===== src/rtl/pc_stage_tracker_pkg.sv =====
// Shared pipeline definitions for the per-stage PC tracker: bubble marker,
// stage numbering and the {pc, valid} stage record.
package pc_stage_tracker_pkg;

  localparam logic [7:0] BUBBLE_PC = 8'hFF;
  localparam int unsigned CNT_W = 16;

  // Encoding shared with the hazard state counter
  typedef enum logic [2:0] {
    STG_ID  = 3'd1,
    STG_EX  = 3'd2,
    STG_MEM = 3'd3,
    STG_WB  = 3'd4
  } stage_e;

  typedef struct packed {
    logic [7:0] pc;
    logic       valid;
  } stage_t;

  localparam stage_t BUBBLE_REC = '{pc: BUBBLE_PC, valid: 1'b0};

endpackage


===== src/rtl/pc_stage_tracker_if.sv =====
// Fetch/control inputs and per-stage PC/valid outputs of the PC stage tracker.
interface pc_stage_tracker_if;
  import pc_stage_tracker_pkg::*;

  logic [7:0]       pc_fetch;
  logic             fetch_valid;
  logic             stall;
  logic             flush;
  logic [7:0]       PC_nextID;
  logic [7:0]       PC_nextEX;
  logic [7:0]       PC_nextMEM;
  logic [7:0]       PC_nextWB;
  logic             valid_id;
  logic             valid_ex;
  logic             valid_mem;
  logic             valid_wb;
  logic [2:0]       occupancy;
  logic [CNT_W-1:0] retired;

  modport master (
    output pc_fetch, fetch_valid, stall, flush,
    input  PC_nextID, PC_nextEX, PC_nextMEM, PC_nextWB,
    input  valid_id, valid_ex, valid_mem, valid_wb, occupancy, retired
  );

  modport slave (
    input  pc_fetch, fetch_valid, stall, flush,
    output PC_nextID, PC_nextEX, PC_nextMEM, PC_nextWB,
    output valid_id, valid_ex, valid_mem, valid_wb, occupancy, retired
  );

endinterface


===== src/rtl/pc_stage_reg.sv =====
// One pipeline stage {pc, valid} register; bubble beats hold beats load,
// and the PC output reads BUBBLE_PC whenever the stage is empty.
module pc_stage_reg
  import pc_stage_tracker_pkg::*;
(
  input  logic       clk,
  input  logic       rst_n,
  input  logic       load,
  input  logic       hold,
  input  logic       bubble,
  input  stage_t     dIn,
  output stage_t     q,
  output logic [7:0] pcOut
);

  always_ff @(posedge clk or negedge rst_n) begin
    if (!rst_n) begin
      q <= BUBBLE_REC;
    end else if (bubble) begin
      q <= BUBBLE_REC;
    end else if (load && !hold) begin
      q <= dIn.valid ? dIn : BUBBLE_REC;
    end
  end

  assign pcOut = q.valid ? q.pc : BUBBLE_PC;

endmodule


===== src/rtl/pc_stage_tracker.sv =====
// Per-stage PC tracker for the IF->ID->EX->MEM->WB pipeline: stall/flush
// decode, four stage registers, retired counter and occupancy popcount.
module pc_stage_tracker
  import pc_stage_tracker_pkg::*;
(
  input logic              clk,
  input logic              rst_n,
  pc_stage_tracker_if.slave bus
);

  stage_t fetchRec;
  stage_t stId, stEx, stMem, stWb;
  logic   idBubble, idLoad, exBubble;
  logic [4:1] validVec;
  logic [CNT_W-1:0] retiredQ;

  assign fetchRec = '{pc: bus.pc_fetch, valid: bus.fetch_valid};

  // Flush outranks stall; a stall with no flush freezes ID and drops the fetch
  assign idBubble = bus.flush | (~bus.stall & ~bus.fetch_valid);
  assign idLoad   = bus.fetch_valid & ~bus.stall & ~bus.flush;
  assign exBubble = bus.flush | bus.stall;

  pc_stage_reg uId (
    .clk(clk), .rst_n(rst_n), .load(idLoad), .hold(bus.stall), .bubble(idBubble),
    .dIn(fetchRec), .q(stId), .pcOut(bus.PC_nextID)
  );

  pc_stage_reg uEx (
    .clk(clk), .rst_n(rst_n), .load(1'b1), .hold(1'b0), .bubble(exBubble),
    .dIn(stId), .q(stEx), .pcOut(bus.PC_nextEX)
  );

  pc_stage_reg uMem (
    .clk(clk), .rst_n(rst_n), .load(1'b1), .hold(1'b0), .bubble(1'b0),
    .dIn(stEx), .q(stMem), .pcOut(bus.PC_nextMEM)
  );

  pc_stage_reg uWb (
    .clk(clk), .rst_n(rst_n), .load(1'b1), .hold(1'b0), .bubble(1'b0),
    .dIn(stMem), .q(stWb), .pcOut(bus.PC_nextWB)
  );

  always_ff @(posedge clk or negedge rst_n) begin
    if (!rst_n) begin
      retiredQ <= '0;
    end else if (stWb.valid) begin
      retiredQ <= retiredQ + CNT_W'(1);
    end
  end

  assign validVec[STG_ID]  = stId.valid;
  assign validVec[STG_EX]  = stEx.valid;
  assign validVec[STG_MEM] = stMem.valid;
  assign validVec[STG_WB]  = stWb.valid;

  assign bus.valid_id  = stId.valid;
  assign bus.valid_ex  = stEx.valid;
  assign bus.valid_mem = stMem.valid;
  assign bus.valid_wb  = stWb.valid;
  assign bus.occupancy = 3'($countones(validVec));
  assign bus.retired   = retiredQ;

endmodule


===== src/flat_wrapper.sv =====
// flat-port wrapper written by rule: the top's interface ports become plain ports
module pc_stage_tracker_flat import pc_stage_tracker_pkg::*;
  (clk, rst_n, bus_pc_fetch, bus_fetch_valid, bus_stall, bus_flush, bus_PC_nextID, bus_PC_nextEX, bus_PC_nextMEM, bus_PC_nextWB, bus_valid_id, bus_valid_ex, bus_valid_mem, bus_valid_wb, bus_occupancy, bus_retired);
  pc_stage_tracker_if bus_i ();
  input logic clk;
  input logic rst_n;
  input wire logic [$bits(bus_i.pc_fetch)-1:0] bus_pc_fetch;
  input wire logic [$bits(bus_i.fetch_valid)-1:0] bus_fetch_valid;
  input wire logic [$bits(bus_i.stall)-1:0] bus_stall;
  input wire logic [$bits(bus_i.flush)-1:0] bus_flush;
  output wire logic [$bits(bus_i.PC_nextID)-1:0] bus_PC_nextID;
  output wire logic [$bits(bus_i.PC_nextEX)-1:0] bus_PC_nextEX;
  output wire logic [$bits(bus_i.PC_nextMEM)-1:0] bus_PC_nextMEM;
  output wire logic [$bits(bus_i.PC_nextWB)-1:0] bus_PC_nextWB;
  output wire logic [$bits(bus_i.valid_id)-1:0] bus_valid_id;
  output wire logic [$bits(bus_i.valid_ex)-1:0] bus_valid_ex;
  output wire logic [$bits(bus_i.valid_mem)-1:0] bus_valid_mem;
  output wire logic [$bits(bus_i.valid_wb)-1:0] bus_valid_wb;
  output wire logic [$bits(bus_i.occupancy)-1:0] bus_occupancy;
  output wire logic [$bits(bus_i.retired)-1:0] bus_retired;
  assign bus_i.pc_fetch = bus_pc_fetch;
  assign bus_i.fetch_valid = bus_fetch_valid;
  assign bus_i.stall = bus_stall;
  assign bus_i.flush = bus_flush;
  assign bus_PC_nextID = bus_i.PC_nextID;
  assign bus_PC_nextEX = bus_i.PC_nextEX;
  assign bus_PC_nextMEM = bus_i.PC_nextMEM;
  assign bus_PC_nextWB = bus_i.PC_nextWB;
  assign bus_valid_id = bus_i.valid_id;
  assign bus_valid_ex = bus_i.valid_ex;
  assign bus_valid_mem = bus_i.valid_mem;
  assign bus_valid_wb = bus_i.valid_wb;
  assign bus_occupancy = bus_i.occupancy;
  assign bus_retired = bus_i.retired;
  pc_stage_tracker u_core (.clk(clk), .rst_n(rst_n), .bus(bus_i));
endmodule

===== config.mk =====
export PLATFORM = sky130hd
export DESIGN_NAME = pc_stage_tracker_flat
export DESIGN_NICKNAME = d
export VERILOG_FILES = /design/src/rtl/pc_stage_tracker_pkg.sv /design/src/rtl/pc_stage_tracker_if.sv /design/src/rtl/pc_stage_reg.sv /design/src/rtl/pc_stage_tracker.sv /design/src/flat_wrapper.sv
export SDC_FILE = /design/constraint.sdc
export NUM_CORES = 1
export LEC_CHECK = 0
export CAP_MARGIN = 20
export CELL_PAD_IN_SITES_DETAIL_PLACEMENT = 2
export CELL_PAD_IN_SITES_GLOBAL_PLACEMENT = 2
export CORE_MARGIN = 1.5
export CORE_UTILIZATION = 26
export CTS_CLUSTER_DIAMETER = 60
export DETAILED_ROUTE_END_ITERATION = 10
export PLACE_DENSITY_LB_ADDON = 0.3
export SLEW_MARGIN = 10
export SYNTH_ARGS = -nofsm -noshare
export SYNTH_HDL_FRONTEND = slang
export SYNTH_SLANG_ARGS = --single-unit

===== constraint.sdc =====
create_clock -name clk -period 1.9 [get_ports clk]
set_input_delay 0.285 -clock clk [delete_from_list [all_inputs] [get_ports clk]]
set_output_delay 0.285 -clock clk [all_outputs]
set_load 0.005 [all_outputs]

==> results.cfg <==
[run_status]
status = finished, violations left
violations = setup timing

[sta]
post-route-period-util_pct = 111
worstMarginPinSlew_ns = 0.368
whs_ns = 0.487
max_freq_ghz = 0.474
finalSetupViolCount = 3
rsz0062_at_grt = true
max_slew_margin_pct = 75.3
drv_slew = 0
fin_skew_ns = 0.0110
hold_violations = 0
period_needed_ns = 2.11
fin_ws_ns = -0.211

[yosys]
synth_top_cell_area_share_pct = 39.7
synth_top_cell_by_area = dfstp_2
synthTopCellsByArea = dfstp_2 40%, dfrtp_1 24%, nand2b_1 13%
synthCells = 167
ys_types = 22
syn_area_sq_mm = 0.00212
synth-seq-area-share_pct = 63.4
yosys_warnings = 0
synth_nets = 184
synth_seq_cells = 52
synth.avg_cell_area_sq_um = 12.7

[power_and_ir_drop]
p_int_uw = 1550
combinationalPowerShare_pct = 11.6
clockPowerShare_pct = 29.8
p_seq_share_pct = 58.6
leakage_uw = 0.00125
p_sw_uw = 496
power_density_mw_per_mm2 = 643
power.total_uw = 2050
irDropWorstVdd_mv = 0.254
switching_share_pct = 24.2

[drt]
ant_nets = 0
via_per_inst = 4.27
wl_per_cell_microns = 14.4
num_vias = 1510
drcViolationCount = 0
dr.first_iter.drc_count = 34
wl_microns = 5110
drtPass1Iterations = 3

[finish]
syn2layout_area_growth_pct = 50.4
ff_latch_area_sq_mm = 0.00134
layout.nets = 268
final_area_sq_mm = 0.00318
antenna_cells = 0
multiInputGateArea_sq_um = 767
fill_cells = 805
final_layout_size_suffix_gt1_share_pct = 25.8

[clock_tree]
cts_tree = built
numCtsBuffers = 5
path_clk_slew_ns = 0.10
clock_path_buffers = 2
cts_htree_levels = 2
clock_tree.root_cell = clkbuf_8
cts_num_sinks = 52
insertion_delay_ns = 0.30

[setup_path]
start_kind = flop
path_class = flop to output port
endpoint_kind = output port
rrSetupSlack_ns = 0.30
crit_arrival_ns = 1.83
crit_fanout = 2
critPathRequiredTime_ns = 1.62

[global_route]
use_met2_pct = 20.5
top_usage_layer = met2
grt_pass1_wl_microns = 8540
antenna_found_initial = 0
grtUsageTotal_pct = 12.8
use_met1_pct = 16.8
grt-ovfl-total = 0
grt_max_degree = 53
grt_pass1_vias = 1663
groute.layer.met3.usage_pct = 3.50

[placement]
globalplace.congestion = 0.720
post-dp-hpwl_microns = 3680
placed_cell_area_sq_mm = 0.00298
port_buffers = 67

[floorplan]
coreArea_sq_mm = 0.00781
placementRows = 32
pin_count = 68
die_width_microns = 93.2
start_util_pct = 27.1
die_h_microns = 93.2
die-area_sq_mm = 0.00869

[min_path]
hp-class = flop to flop

[run]
maxCapViolCount = 0
## worst paths after layout
path,from,to,depth (start not counted)
hold reg to reg,u_core.bus.retired[15],u_core.bus.retired[15],1
setup / recovery,u_core.uMem.q[0],bus_occupancy[1],6
min in group asynchronous,rst_n,u_core.uId.q[0],3
hold / removal,u_core.bus.retired[15],u_core.bus.retired[15],1
max in group asynchronous,rst_n,u_core.uId.q[5],3
setup reg to reg,u_core.uWb.q[0],u_core.bus.retired[15],5
## stage by stage
| step | setup TNS, ns | cells | util (%) | setup slack [ns] |
|---|---|---|---|---|
| after floorplan | 0 | 167 | - | 0.0210 |
| after global placement | -0.443 | 340 | 38.2 | -0.238 |
| after detailed placement | -0.489 | 340 | 38.2 | -0.250 |
| after CTS | -0.345 | 351 | 39.8 | -0.194 |
| after global routing | -0.623 | 354 | 40.8 | -0.264 |
| final | -0.402 | 354 | 40.8 | -0.211 |
## placed cells by master (no fill, tap or decap), drive strengths merged, types with 8 or more instances in the layout
master and count:
dlymetal6s2s 15, clkdlybuf4s50 46, xor2 10, dfstp 32
inv 8, o22ai 8, dfrtp 20, nand2b 43
buf 16
## sequential cells by signal, summed over array words and instances, names as in the netlist
register	count
u_core.uMem.q	9
u_core.uEx.q	9
u_core.uWb.q	9
u_core.uId.q	9
u_core.bus.retired	16
## worst max-delay path: stages (launching register included)
cell	delay (ns)
dfrtp_1	0.38
inv_2	0.05
fa_1	0.56
inv_2	0.05
ha_4	0.15
ha_4	0.23
buf_6	0.11
## area by class of cell
cell class / count / area share, %
clock buffer: 6 / 2.28
clock inverter: 2 / 0.393
inverter: 8 / 0.943
multi-input combinational: 104 / 24.1
sequential: 52 / 42.1
tap: 102 / 4.01
timing repair buffer: 80 / 26.1
## kinds of logic after synthesis
group | Yosys count | share of synthesized area [%]
simple gates | 75 | 22.6
fa+ha+maj | 4 | 2.72
flops | 52 | 63.4
xor+xnor | 15 | 6.21
compound gates | 9 | 2.60
buf+inv | 11 | 1.95
mux | 1 | 0.532
## cells in the mapped netlist
cell / count
clkbuf_1: 3
fa_1: 1
xnor2_1: 5
mux2_2: 1
a21oi_1: 1
nor4_1: 6
xor2_1: 10
nor2_1: 2
nand3_1: 2
nand4_4: 1
inv_1: 8
dfrtp_1: 20
nand2_1: 6
nand4_1: 5
and4_1: 1
nand2b_1: 43
nor3_4: 1
dfstp_2: 32
o22ai_1: 8
nor3_1: 2
or2b_1: 6
ha_1: 3
## metal layers
metal / up-vias / wire (microns)
met3: 5 / 255
met5: - / 0
met2: 48 / 2450
met4: 0 / 53
met1: 741 / 2350
li1: 716 / -
## power groups by stage
stage / Sequential (uW) / Combinational (uW) / Clock [uW]
after floorplan: 1210 / 71.2 / 0
after global placement: 1220 / 220 / 0
after detailed placement: 1220 / 229 / 0
after CTS: 1200 / 240 / 639
after global routing: 1210 / 265 / 688
final: 1200 / 237 / 610
## timing repair
| action | in CTS | in global routing |
|---|---|---|
| buffers inserted | 2 | 3 |
| cloned | 0 | 0 |
| hold buffers | 1 | 0 |
| setup endpoints to repair | 3 | 13 |
| pin swaps | 2 | 2 |
| gates resized for setup | 22 | 19 |
| endpoints found under the hold margin | 20 | 0 |
Power figures use the tool's default switching activity.
